## config.mk

```make
export PLATFORM = sky130hd
export DESIGN_NAME = spi_master_scheduler
export DESIGN_NICKNAME = d
export VERILOG_FILES = /design/src/rtl/spi_master_scheduler.sv
export SDC_FILE = /design/constraint.sdc
export NUM_CORES = 1
export LEC_CHECK = 0
export CAP_MARGIN = 20
export CORE_MARGIN = 5
export CORE_UTILIZATION = 40
export CTS_CLUSTER_SIZE = 10
export DETAILED_ROUTE_END_ITERATION = 8
export GPL_ROUTABILITY_DRIVEN = 0
export PLACE_DENSITY_LB_ADDON = 0.25
export SLEW_MARGIN = 20
export SYNTH_ARGS = -nofsm -noshare
export SYNTH_HDL_FRONTEND = slang
export SYNTH_SLANG_ARGS = --single-unit
```

## constraint.sdc

```tcl
create_clock -name clk -period 5 [get_ports clk]
set_input_delay 1 -clock clk [delete_from_list [all_inputs] [get_ports clk]]
set_output_delay 1 -clock clk [all_outputs]
set_load 0.03 [all_outputs]
```

## src/rtl/spi_master_scheduler.sv

```systemverilog
// Round-robin scheduler lending one SPI byte engine to N_REQ requesters; each grant
// runs a multi-byte burst under its own chip-select with setup/hold gaps around it.
module spi_master_scheduler #(
    parameter int N_REQ      = 4,
    parameter int LEN_W      = 8,
    parameter int GAP_CYCLES = 4
) (
    input  logic                   clk,
    input  logic                   rst,
    input  logic [N_REQ-1:0]       req,
    input  logic [N_REQ*LEN_W-1:0] req_len,
    input  logic [N_REQ*8-1:0]     tx_data,
    output logic [N_REQ-1:0]       tx_pop,
    output logic [7:0]             rx_data,
    output logic [N_REQ-1:0]       rx_valid,
    output logic [N_REQ-1:0]       done,
    output logic [N_REQ-1:0]       grant,
    output logic [N_REQ-1:0]       cs_n,
    output logic                   m_spi_en,
    output logic [7:0]             m_mosi_data,
    input  logic [7:0]             m_miso_data,
    input  logic                   m_payload_done
);
    // state | meaning
    // IDLE  | arbitrate req from rr_ptr; zero-length grants finish here
    // SETUP | cs_n low, waiting GAP_CYCLES before the first byte
    // LOAD  | pop next TX byte into the master, raise m_spi_en
    // XFER  | byte in flight, waiting for m_payload_done
    // HOLD  | last byte done, waiting before cs_n release and done
    localparam int PTR_W = (N_REQ > 1) ? $clog2(N_REQ) : 1;
    localparam int CNT_W = $clog2(GAP_CYCLES + 1);

    typedef enum logic [2:0] {IDLE, SETUP, LOAD, XFER, HOLD} state_t;

    state_t           state, state_nxt;
    logic [PTR_W-1:0] rr_ptr, g_idx, sel_idx, scan_idx;
    logic [N_REQ-1:0] sel_oh;
    logic             sel_found;
    logic [LEN_W-1:0] rem, sel_len;
    logic [7:0]       g_tx;
    logic [CNT_W-1:0] gap_cnt;
    logic             gap_zero;

    function automatic logic [PTR_W-1:0] inc_ptr(input logic [PTR_W-1:0] p);
        return (p == PTR_W'(N_REQ - 1)) ? '0 : p + PTR_W'(1);
    endfunction

    assign gap_zero = (gap_cnt == '0);

    // First requester at or after rr_ptr, wrapping.
    always_comb begin
        sel_found = 1'b0;
        sel_idx   = rr_ptr;
        scan_idx  = rr_ptr;
        for (int k = 0; k < N_REQ; k++) begin
            if (!sel_found && req[scan_idx]) begin
                sel_found = 1'b1;
                sel_idx   = scan_idx;
            end
            scan_idx = inc_ptr(scan_idx);
        end
    end

    always_comb begin
        sel_oh  = '0;
        sel_len = '0;
        g_tx    = '0;
        for (int i = 0; i < N_REQ; i++) begin
            if (sel_idx == PTR_W'(i)) begin
                sel_oh[i] = 1'b1;
                sel_len   = req_len[i*LEN_W +: LEN_W];
            end
            if (g_idx == PTR_W'(i))
                g_tx = tx_data[i*8 +: 8];
        end
    end

    always_ff @(posedge clk or posedge rst) begin
        if (rst)
            state <= IDLE;
        else
            state <= state_nxt;
    end

    always_comb begin
        state_nxt = state;
        tx_pop    = '0;
        case (state)
            IDLE:    if (sel_found && sel_len != '0) state_nxt = SETUP;
            SETUP:   if (gap_zero) state_nxt = LOAD;
            LOAD: begin
                tx_pop    = grant;
                state_nxt = XFER;
            end
            XFER:    if (m_payload_done) state_nxt = (rem != '0) ? LOAD : HOLD;
            HOLD:    if (gap_zero) state_nxt = IDLE;
            default: state_nxt = IDLE;
        endcase
    end

    always_ff @(posedge clk or posedge rst) begin
        if (rst) begin
            rr_ptr      <= '0;
            g_idx       <= '0;
            rem         <= '0;
            gap_cnt     <= '0;
            grant       <= '0;
            cs_n        <= '1;
            done        <= '0;
            rx_valid    <= '0;
            rx_data     <= '0;
            m_spi_en    <= 1'b0;
            m_mosi_data <= '0;
        end else begin
            done     <= '0;
            rx_valid <= '0;
            case (state)
                IDLE: if (sel_found) begin
                    g_idx <= sel_idx;
                    rem   <= sel_len;
                    if (sel_len == '0) begin
                        done   <= sel_oh;
                        rr_ptr <= inc_ptr(sel_idx);
                    end else begin
                        grant   <= sel_oh;
                        cs_n    <= ~sel_oh;
                        gap_cnt <= CNT_W'(GAP_CYCLES - 1);
                    end
                end
                SETUP: if (!gap_zero) gap_cnt <= gap_cnt - CNT_W'(1);
                LOAD: begin
                    m_mosi_data <= g_tx;
                    rem         <= rem - LEN_W'(1);
                    m_spi_en    <= 1'b1;
                end
                XFER: if (m_payload_done) begin
                    m_spi_en <= 1'b0;
                    rx_data  <= m_miso_data;
                    rx_valid <= grant;
                    // Hold counts one extra edge so cs_n rises GAP_CYCLES+1 after the last byte.
                    if (rem == '0) gap_cnt <= CNT_W'(GAP_CYCLES);
                end
                HOLD: if (gap_zero) begin
                    cs_n   <= '1;
                    done   <= grant;
                    grant  <= '0;
                    rr_ptr <= inc_ptr(g_idx);
                end else begin
                    gap_cnt <= gap_cnt - CNT_W'(1);
                end
                default: ;
            endcase
        end
    end
endmodule

```

After elaboration in Yosys (flattened, before gate mapping)
Index checks and enable logic that the tools add are counted.

word-level totals
  output and inout port bits = 37
  bits of input ports = 79
  word-level logic and storage cells = 141
  bits in registers = 51

operators by class
  reduce and logical (&&, ||, !) cells = 28
  $add $sub $neg = 7
  bitwise logic cells = 1
  equality and inequality tests = 22
  muxes and demuxes = 67
  $lt $le $gt $ge = 4

operators by type and width
  kind                                                         count
  2-to-1 mux 8 bit                                             9
  2-to-1 mux 4 bit                                             12
  2-to-1 mux 3 bit                                             10
  case mux 4 bit (2 select lines)                              3
  2-to-1 mux 2 bit                                             11
  != test 2 bit (second input constant)                        9
  zero test 8 bit                                              2
  case mux 8 bit (2 select lines)                              1
  nonzero test 8 bit                                           2
  case mux 3 bit (5 select lines)                              1
  equality test 2 bit (second input constant)                  7
  2-to-1 mux 1 bit                                             13
  less-than comparator 2 x 3 -> 1 bit (second input constant)  4
  AND reduction 4 bit                                          3
  adder 2 x 1 -> 2 bit (second input constant)                 5
  case mux 3 bit (3 select lines)                              1
  binary-select mux 1 bit (select 2 bit)                       4
  AND reduction 2 bit                                          4
  subtractor 8 x 1 -> 8 bit (second input constant)            1
  equality test 3 x 2 -> 1 bit (second input constant)         2
  zero test 3 bit                                              2
  AND reduction 6 bit                                          1
  nonzero test 2 bit                                           3
  equality test 2 x 1 -> 1 bit (second input constant)         2
  11 further kinds                                             17

Longest topological paths before layout
Gate-level depths: netlist of the first run.

  depth after elaboration = 21
  mapped depth = 19
  depth with buffers taken out = 16

Worst setup path before layout of the first run
No wires, ideal clock.

  kind = input to register
  start point = input port req[0]
  end point = register gap_cnt[2]
  arrival = 4214 ps
  setup slack = 658 ps
  setup time = 128 ps
  stages = 15
  buffers on the path = 1
  data required time = 4872 ps
  cell sequence = or4b_1 -> a31oi_4 -> o31a_1 -> nand2b_1 -> o2bb2ai_1 -> inv_1 -> ha_1 -> nor2b_1 -> buf_1 -> a22oi_1 -> a21oi_1 -> nor4_1 -> a21oi_1 -> o21ai_1 -> mux2_1

between the ends
  word-level cells in the longest chain between the ends = 20
  elaborated cells on any way between the ends = 33
  those cells by class = eq/ne: 5; mux: 19; reduce/logical: 9

RTL lines
  what                                    line  source
  start: declaration                      10    input logic [N_REQ-1:0] req,
  binary-select mux 1 bit (select 2 bit)  56    if (!sel_found && req[scan_idx]) begin
  2-to-1 mux 1 bit (not written as such)  56
  2-to-1 mux 1 bit                        56
  zero test 1 bit                         56
  logical AND 1 bit                       56
  2-to-1 mux 1 bit                        56
  zero test 1 bit                         56
  logical AND 1 bit                       56
  (+3 left out)                           n/a
  2-to-1 mux 2 bit *                      56
  via sel_idx[0]                          36    logic [PTR_W-1:0] rr_ptr, g_idx, sel_idx, scan_idx;
  zero test 2 bit                         69    if (sel_idx == PTR_W'(i)) begin
  2-to-1 mux 8 bit (3 in a row)           69
  2-to-1 mux 8 bit *                      69
  zero test 8 bit *                       121   if (sel_len == '0) begin
  != test 2 bit (no source line) *        n/a
  AND reduction 6 bit (no source line) *  n/a
  end signal: assignment                  127   gap_cnt <= CNT_W'(GAP_CYCLES - 1);
  end signal: assignment                  130   SETUP: if (!gap_zero) gap_cnt <= gap_cnt - CNT_W'(1);
  end signal: assignment                  141   if (rem == '0) gap_cnt <= CNT_W'(GAP_CYCLES);
  end: declaration                        41    logic [CNT_W-1:0] gap_cnt;

Mark *: on every way through the listed nets, which the timed path passes. The rest lies on a longest branch. The select of a mux whose other input is x is not followed.
A chain may end at the register's enable or synchronous reset.

Worst setup path after layout of the first run
  start point = input port req[0]
  end point = register rr_ptr[0]

between the ends
  word-level cells in the longest chain between the ends = 20
  elaborated cells on any way between the ends = 38
  those cells by class = add/sub: 1; eq/ne: 5; mux: 23; reduce/logical: 9

RTL lines
  what                                    line  source
  binary-select mux 1 bit (select 2 bit)  56
  2-to-1 mux 1 bit (not written as such)  56
  2-to-1 mux 1 bit                        56
  zero test 1 bit                         56
  logical AND 1 bit                       56
  2-to-1 mux 1 bit                        56
  zero test 1 bit                         56
  logical AND 1 bit                       56
  (+2 left out)                           n/a
  logical AND 1 bit                       56
  2-to-1 mux 2 bit *                      56
  via sel_idx[0]                          36
  zero test 2 bit                         69
  2-to-1 mux 8 bit (4 in a row)           69
  zero test 8 bit                         121
  != test 2 bit (no source line)          n/a
  AND reduction 4 bit (no source line)    n/a
  end signal: assignment                  123   rr_ptr <= inc_ptr(sel_idx);
  end signal: assignment                  147   rr_ptr <= inc_ptr(g_idx);
  end: declaration                        36

Marks and branches as above.

==> results of run 1 <==
==> per-stage QoR <==
stage	area (µm²)	hold WS [ns]	cells	power, mW
floorplan	3343	0.4642	399	2.277
global placement	4618	0.4563	609	2.922
detailed placement	4618	0.4632	609	2.996
CTS	4721	0.4859	616	3.284
global route	4740	0.4931	616	3.620
finish	4740	0.4831	616	3.333
==> critical path, delay by kind of cell <==
family | cells | cell delay [ns]
compound gates | 6 | 1.14
fa+ha+maj | 1 | 0.23
buf+inv | 2 | 0.64
mux | 1 | 0.35
simple gates | 5 | 1.47
==> routing by layer <==
metal  vias up  wire length (µm)  GRT usage, %
li1       1644                 -             -
met1      1570              4036         23.65
met2       134              4685         32.04
met3        16               905         6.612
met4         0               194         6.339
met5         -                 0             0
==> worst min path at each step <==
stage | slack [ns] | cells past startpoint | to
after floorplan | 0.46 | 1 | gap_cnt[2]$_DFFE_PP0P_
after global placement | 0.46 | 2 | rx_data[5]$_DFFE_PP0P_
after detailed placement | 0.46 | 2 | rx_data[0]$_DFFE_PP0P_
after CTS | 0.49 | 2 | rx_data[0]$_DFFE_PP0P_
after global routing | 0.49 | 2 | cs_n[1]$_DFFE_PP1P_
final | 0.48 | 2 | cs_n[1]$_DFFE_PP1P_
==> power by group <==
group	internal [mW]	leakage, nW	switching, mW
logic	0.989	1.35	1.35
registers	0.580	0.632	0.131
clock network	0.147	0.0513	0.133
==> area by class of cell <==
type	instances	share of cell area, %
inverter	19	1.531
tap	105	2.772
timing repair buffer	126	26.03
multi-input combinational	308	40.47
sequential	51	27.03
clock buffer	6	1.531
clock inverter	1	0.6336
==> logic make-up (layout without fill, tap and decap cells) <==
family                     after synthesis  count (layout)  synth area share (%)
AOI/OAI and AO/OA                      121             121                 23.58
adders and majority gates               13              13                 4.865
buffers and inverters                   40             152                 4.827
DFF                                     51              51                 38.32
muxes                                   17              17                 6.138
and+or+nand+nor                        157             157                 22.27
==> sequential cells by signal, indices dropped and copies added (netlist names) <==
register and cells:
cs_n 4, done 4, g_idx 2, gap_cnt 3, grant 4, m_mosi_data 8, m_spi_en 1, rem 8
rr_ptr 2, rx_data 8, rx_valid 4, state 3
==> cells in the final DEF (no fill, tap or decap), types with 7 or more instances in the layout <==
master,instances
dfrtp_1,47
mux2i_1,7
ha_1,13
a22oi_1,14
clkdlybuf4s50_1,115
nand2_1,73
inv_1,17
a22o_1,11
nor2_1,31
a21oi_1,33
buf_4,11
o22ai_1,9
o21ai_0,24
==> timing repair <==
action                                  in CTS  in global routing
endpoints found under the setup margin       0                 11
hold buffers                                 0                  0
resized for setup                            0                  4
==> reports/metrics.csv, run 1 <==
stage,metric,value,unit
sta,setup_ws,0.3411,ns
setup_path,critical_path_class,input pin to flip-flop,
sta,setup_tns,0,ns
setup_path,rrSetupSlack,0.64,ns
setup_path,cp_common_cell,a21oi_1,
setup_path,cp-startpoint,req[0],
yosys,synth_top_area_share,35.18,%
setup_path,worstReg2RegEnd,rr_ptr[0]$_DFFE_PP0P_,
routing,routed-via-count,3364,
die,start_util,40.89,%
sta,finClkSkew,0.003135,ns
yosys,postSynthCellCount,399,
layout,fillers,710,
clock_network,cts-root-buf,clkbuf_8,
die,ios,116,
worst_hold_path,hp-class,flip-flop to flip-flop,
clock_network,clk_latency,0.30,ns
global_route,grt_pass1_wl,15990,µm
placement,place_hpwl,7717,µm
die,design.core.area,8175,µm²
routing,wire_per_inst,15.94,µm
routing,finalWirelength,9821,µm
pwr,max-vdd-ir-drop,0.0003460,V
global_route,track_usage,19.35,%
yosys,synth_edf_count,0,
routing,vias_per_cell,5.461,
layout,multi_input_area,1918,µm²
global_route,grt_antenna_before_repair,0,
setup_path,cp_cell_sequence,clkdlybuf4s50_1 -> or4b_1 -> a31oi_4 -> o31a_1 -> nand2b_1 -> o2bb2ai_1 -> inv_1 -> ha_1 -> nor2b_2 -> a22oi_1 -> a21oi_1 -> nor4_2 -> a21oi_1 -> nor2_2 -> mux2_2,
clock_network,clock-sinks,51,
layout,num_antenna_cells,0,
setup_path,reg2regPathDepth,15,
setup_path,worst_setup_path_start_kind,input pin,
yosys,ys_ff_latch,51,
yosys,ys_seq_area_share,38.32,%
clock_network,htree_num_levels,2,
yosys,syn_area_per_cell,8.379,µm²
die,rows,33,
die,die_w,101.4,µm
job,max_cap_viol_count,0,
clock_network,clkTransAtPathRegs,0.09,ns
clock_network,cts_tree,yes,
clock_network,numCtsBuffers,5,
setup_path,r2r-start,rr_ptr[1]$_DFFE_PP0P_,
yosys,syn-num-nets,491,
yosys,synthTopCellsByCount,"nand2_1 (73), dfrtp_1 (47), a21oi_1 (33), nor2_1 (32), o21ai_0 (24)",
pwr,total_leakage_power,2.036,nW
die,fp.dieH,101.4,µm
global_route,grt_start_max_net_pins,52,
routing,antenna_left,0,
sta,setup_viol,0,
setup_path,slowest_delay,0.59,ns
setup_path,required,5.19,ns
sta,worst_pin_slew,0.8841,ns
sta,final_max_slew_viol_count,0,
yosys,ys.flop_type,dfrtp_1,
outcome,outcome,"complete, no violations",
clock_network,clock_path_buffers,2,
die,die-area,10290,µm²
sta,fin_crit_sh,93.18,%
sta,min_period,4.659,ns
global_route,grt_overflow_total,0,
layout,nets,603,
yosys,synth.most_common_cell,nand2_1,
setup_path,crit_slowest_cell,or4b_1,
yosys,synthArstFlopShare,100.0,%
yosys,yosysTopAreaCell,dfrtp_1,
yosys,synthDistinctLibCells,57,
setup_path,end_kind,flip-flop,
setup_path,crit_arrival,4.85,ns
placement,pre_cts_ws,-0.03770,ns
routing,drc,0,
setup_path,path_max_fanout,8,
layout,register_area,1281,µm²
layout,fin_util,57.97,%
sta,rsz0062_at_grt,false,
worst_hold_path,hp-start,cs_n[1]$_DFFE_PP1P_,
routing,drt-initial-drc-count,187,
sta,fmax,214.6,MHz
routing,firstDrtPassIters,4,
yosys,synth.area.top_cells,"dfrtp_1 (35%), nand2_1 (8.2%), a21oi_1 (4.9%), ha_1 (4.9%), o21ai_0 (3.6%)",
global_route,grt_pass1_vias,3415,
sta,hold_viol,0,
yosys,synth_area,3343,µm²
placement,io_buffers,115,
sta,relSlewSlack,40.99,%
clock_network,postCtsSetupBuffers,0,
layout,area_growth_syn_to_layout,41.77,%
pwr,power_density,703.2,nW/µm²
setup_path,cp-endpoint,rr_ptr[0]$_DFFE_PP0P_,
yosys,synth.yosys.warnings,0,
layout,drive_above_1_share,8.415,%
Note: power is estimated with default switching activity, not from simulation.
==> run 2: changes to the inputs <==
--- a/config.mk
+++ b/config.mk
@@ -11,6 +11,7 @@
 export CTS_CLUSTER_SIZE = 10
 export DETAILED_ROUTE_END_ITERATION = 8
 export GPL_ROUTABILITY_DRIVEN = 0
+export HOLD_SLACK_MARGIN = 0.12
 export PLACE_DENSITY_LB_ADDON = 0.25
 export SLEW_MARGIN = 20
 export SYNTH_ARGS = -nofsm -noshare
==> results of run 2 <==
Same layout as run 1: the final DEF is identical, and so are final timing and power.
==> run 3: changes to the inputs <==
--- a/config.mk
+++ b/config.mk
@@ -6,7 +6,7 @@
 export NUM_CORES = 1
 export LEC_CHECK = 0
 export CAP_MARGIN = 20
-export CORE_MARGIN = 5
+export CORE_MARGIN = 3
 export CORE_UTILIZATION = 40
 export CTS_CLUSTER_SIZE = 10
 export DETAILED_ROUTE_END_ITERATION = 8
==> run 3 against run 2 <==
  * Worst setup slack got worse by 0.050 ns
  * Critical path type unchanged
  * Global-route usage rose by 1.2 points
  * Cell count shrank 0.65%
  * Die area decreased by 7.7%
  * Non-clock buffer count is 2 lower
  * Sequential cell count stayed put
  * Sequential share of layout area is 0.18 points higher
  * Register-to-register slack got worse by 0.22 ns
  * Via count rose by 1.4%
  * Clock skew increased by 0.0042 ns
  * Highest routed layer unchanged
  * Count of clock-buffer cells in the layout unchanged
==> reports/metrics.csv, run 3 (synthesis results as in run 1) <==
stage,metric,value,unit,change
routing,vias_per_cell,5.574,,+2.1%
outcome,outcome,"complete, no violations",,
sta,min_period,4.709,ns,+0.04976 ns
sta,final_max_slew_viol_count,0,,unchanged
routing,finalWirelength,9601,µm,-2.2%
die,fp.dieH,97.42,µm,-3.9%
layout,mostFrequentLayoutCells,"clkdlybuf4s50_1 (115), nand2_1 (73), dfrtp_1 (47)",,
clock_network,cts_tree,yes,,
routing,drc,0,,unchanged
sta,rsz0062_at_grt,false,,
job,max_cap_viol_count,0,,unchanged
global_route,track_usage,20.56,%,+1.2 points
clock_network,numCtsBuffers,5,,unchanged
sta,fmax,212.4,MHz,-1.1%
layout,drive_above_1_share,8.627,%,+0.21 points
global_route,grt_pass1_wl,16180,µm,+1.2%
clock_network,clkTransAtPathRegs,0.10,ns,about the same
routing,firstDrtPassIters,5,,+1
die,rows,32,,-3.0%
setup_path,path_max_fanout,8,,unchanged
layout,fin_util,59.39,%,+1.4 points
pwr,power_density,703.0,nW/µm²,about the same
worst_hold_path,hp-start,rx_data[0]$_DFFE_PP0P_,,
worst_hold_path,hold-path-cell-count,2,,unchanged
sta,finClkSkew,0.007287,ns,+0.004152 ns
layout,reg_top3,"m_mosi_data: 8 flops, rem: 8 flops, rx_data: 8 flops",,
sta,hold_viol,0,,unchanged
worst_hold_path,hp-class,flip-flop to flip-flop,,
layout,final_common_cell,clkdlybuf4s50_1,,
setup_path,end_kind,flip-flop,,
layout,area_growth_syn_to_layout,40.83,%,
die,start_util,42.17,%,+1.3 points
clock_network,clock_path_buffers,2,,unchanged
routing,wire_per_inst,15.69,µm,-1.6%
layout,nets,601,,-0.33%
global_route,grt_antenna_before_repair,0,,unchanged
die,die_w,97.42,µm,-3.9%
routing,antenna_left,0,,unchanged
placement,place_hpwl,7445,µm,-3.5%
setup_path,required,5.20,ns,about the same
clock_network,clock-sinks,51,,unchanged
clock_network,postCtsSetupBuffers,0,,unchanged
sta,setup_viol,0,,unchanged
setup_path,cp-startpoint,req[0],,
routing,drt-initial-drc-count,206,,+10%
setup_path,r2r-start,rr_ptr[1]$_DFFE_PP0P_,,
clock_network,cts_hold_buf,0,,unchanged
placement,io_buffers,115,,unchanged
clock_network,htree_num_levels,2,,unchanged
sta,worst_pin_slew,0.8913,ns,+0.007272 ns
setup_path,crit_arrival,4.91,ns,+0.06 ns
sta,fin_crit_sh,94.17,%,+1.0 points
global_route,grt_start_max_net_pins,52,,unchanged
routing,routed-via-count,3411,,+1.4%
sta,setup_ws,0.2913,ns,-0.04976 ns
setup_path,worst_setup_path_start_kind,input pin,,
placement,pre_cts_ws,-0.1169,ns,-0.07917 ns
pwr,max-vdd-ir-drop,0.0003647,V,+5.4%
sta,relSlewSlack,40.58,%,-0.42 points
setup_path,critical_path_class,input pin to flip-flop,,
global_route,grt_pass1_vias,3308,,-3.1%
pwr,total_leakage_power,2.014,nW,-1.1%
setup_path,reg2regPathDepth,15,,unchanged
die,ios,116,,unchanged
clock_network,ctsResizeCount,0,,unchanged
clock_network,clk_latency,0.31,ns,about the same
layout,num_antenna_cells,0,,unchanged
die,design.core.area,7928,µm²,-3.0%
sta,hold_slack,0.4812,ns,-0.001940 ns
clock_network,cts-root-buf,clkbuf_8,,
die,die-area,9491,µm²,-7.7%
global_route,grt_overflow_total,0,,unchanged
## run 3: cell type report
cell class / instances / area [µm²]
Clock buffer: 6 / 72.57
Clock inverter: 2 / 12.51
Fill cell: 715 / 3219
Inverter: 19 / 72.57
Multi-Input combinational cell: 308 / 1923
Sequential cell: 51 / 1281
Tap cell: 102 / 127.6
Timing Repair Buffer: 124 / 1219
## run 3: stage by stage
stage / total power, mW / setup TNS [ns] / std cells / area (µm²)
after floorplan: 2.277 / 0 / 399 / 3343
after global placement: 2.939 / 0 / 604 / 4599
after detailed placement: 3.008 / -0.6666 / 604 / 4599
after CTS: 3.251 / 0 / 612 / 4684
after global routing: 3.608 / 0 / 612 / 4708
final: 3.310 / 0 / 612 / 4708
## run 3: worst paths after layout
kind                                          endpoint  slack, ns
min in group asynchronous         m_spi_en$_DFFE_PP0P_       1.16
worst max register to register   rr_ptr[0]$_DFFE_PP0P_       0.42
worst max-delay path             rr_ptr[0]$_DFFE_PP0P_       0.29
worst min register to register  rx_data[0]$_DFFE_PP0P_       0.48
worst min-delay path            rx_data[0]$_DFFE_PP0P_       0.48
max in group asynchronous         grant[0]$_DFFE_PP0P_       3.31
## run 3: critical path, stage by stage
cell and delay, ns:
clkdlybuf4s50_1 0.52, or4b_1 0.60, a31oi_4 0.22, o31a_1 0.20, nand2b_1 0.12, o2bb2ai_1 0.24
ha_2 0.35, inv_1 0.18, o22ai_2 0.25, a21oi_1 0.08, nor4_1 0.30, buf_4 0.18
a21oi_1 0.10, nor2_1 0.21, mux2_2 0.36
## run 3: where the power goes
part / internal, mW / total, mW / switching (mW)
clock network: 0.0982 / 0.237 / 0.139
registers: 0.579 / 0.725 / 0.145
logic: 0.989 / 2.35 / 1.36
## run 3: per-layer routing
metal | share of wire [%] | up-vias | GRT usage (%)
met5 | 0 | - | 0
met4 | 1.5 | 0 | 4.792
met3 | 8.2 | 14 | 5.528
met2 | 47 | 151 | 33.21
met1 | 44 | 1606 | 27.59
li1 | - | 1640 | -
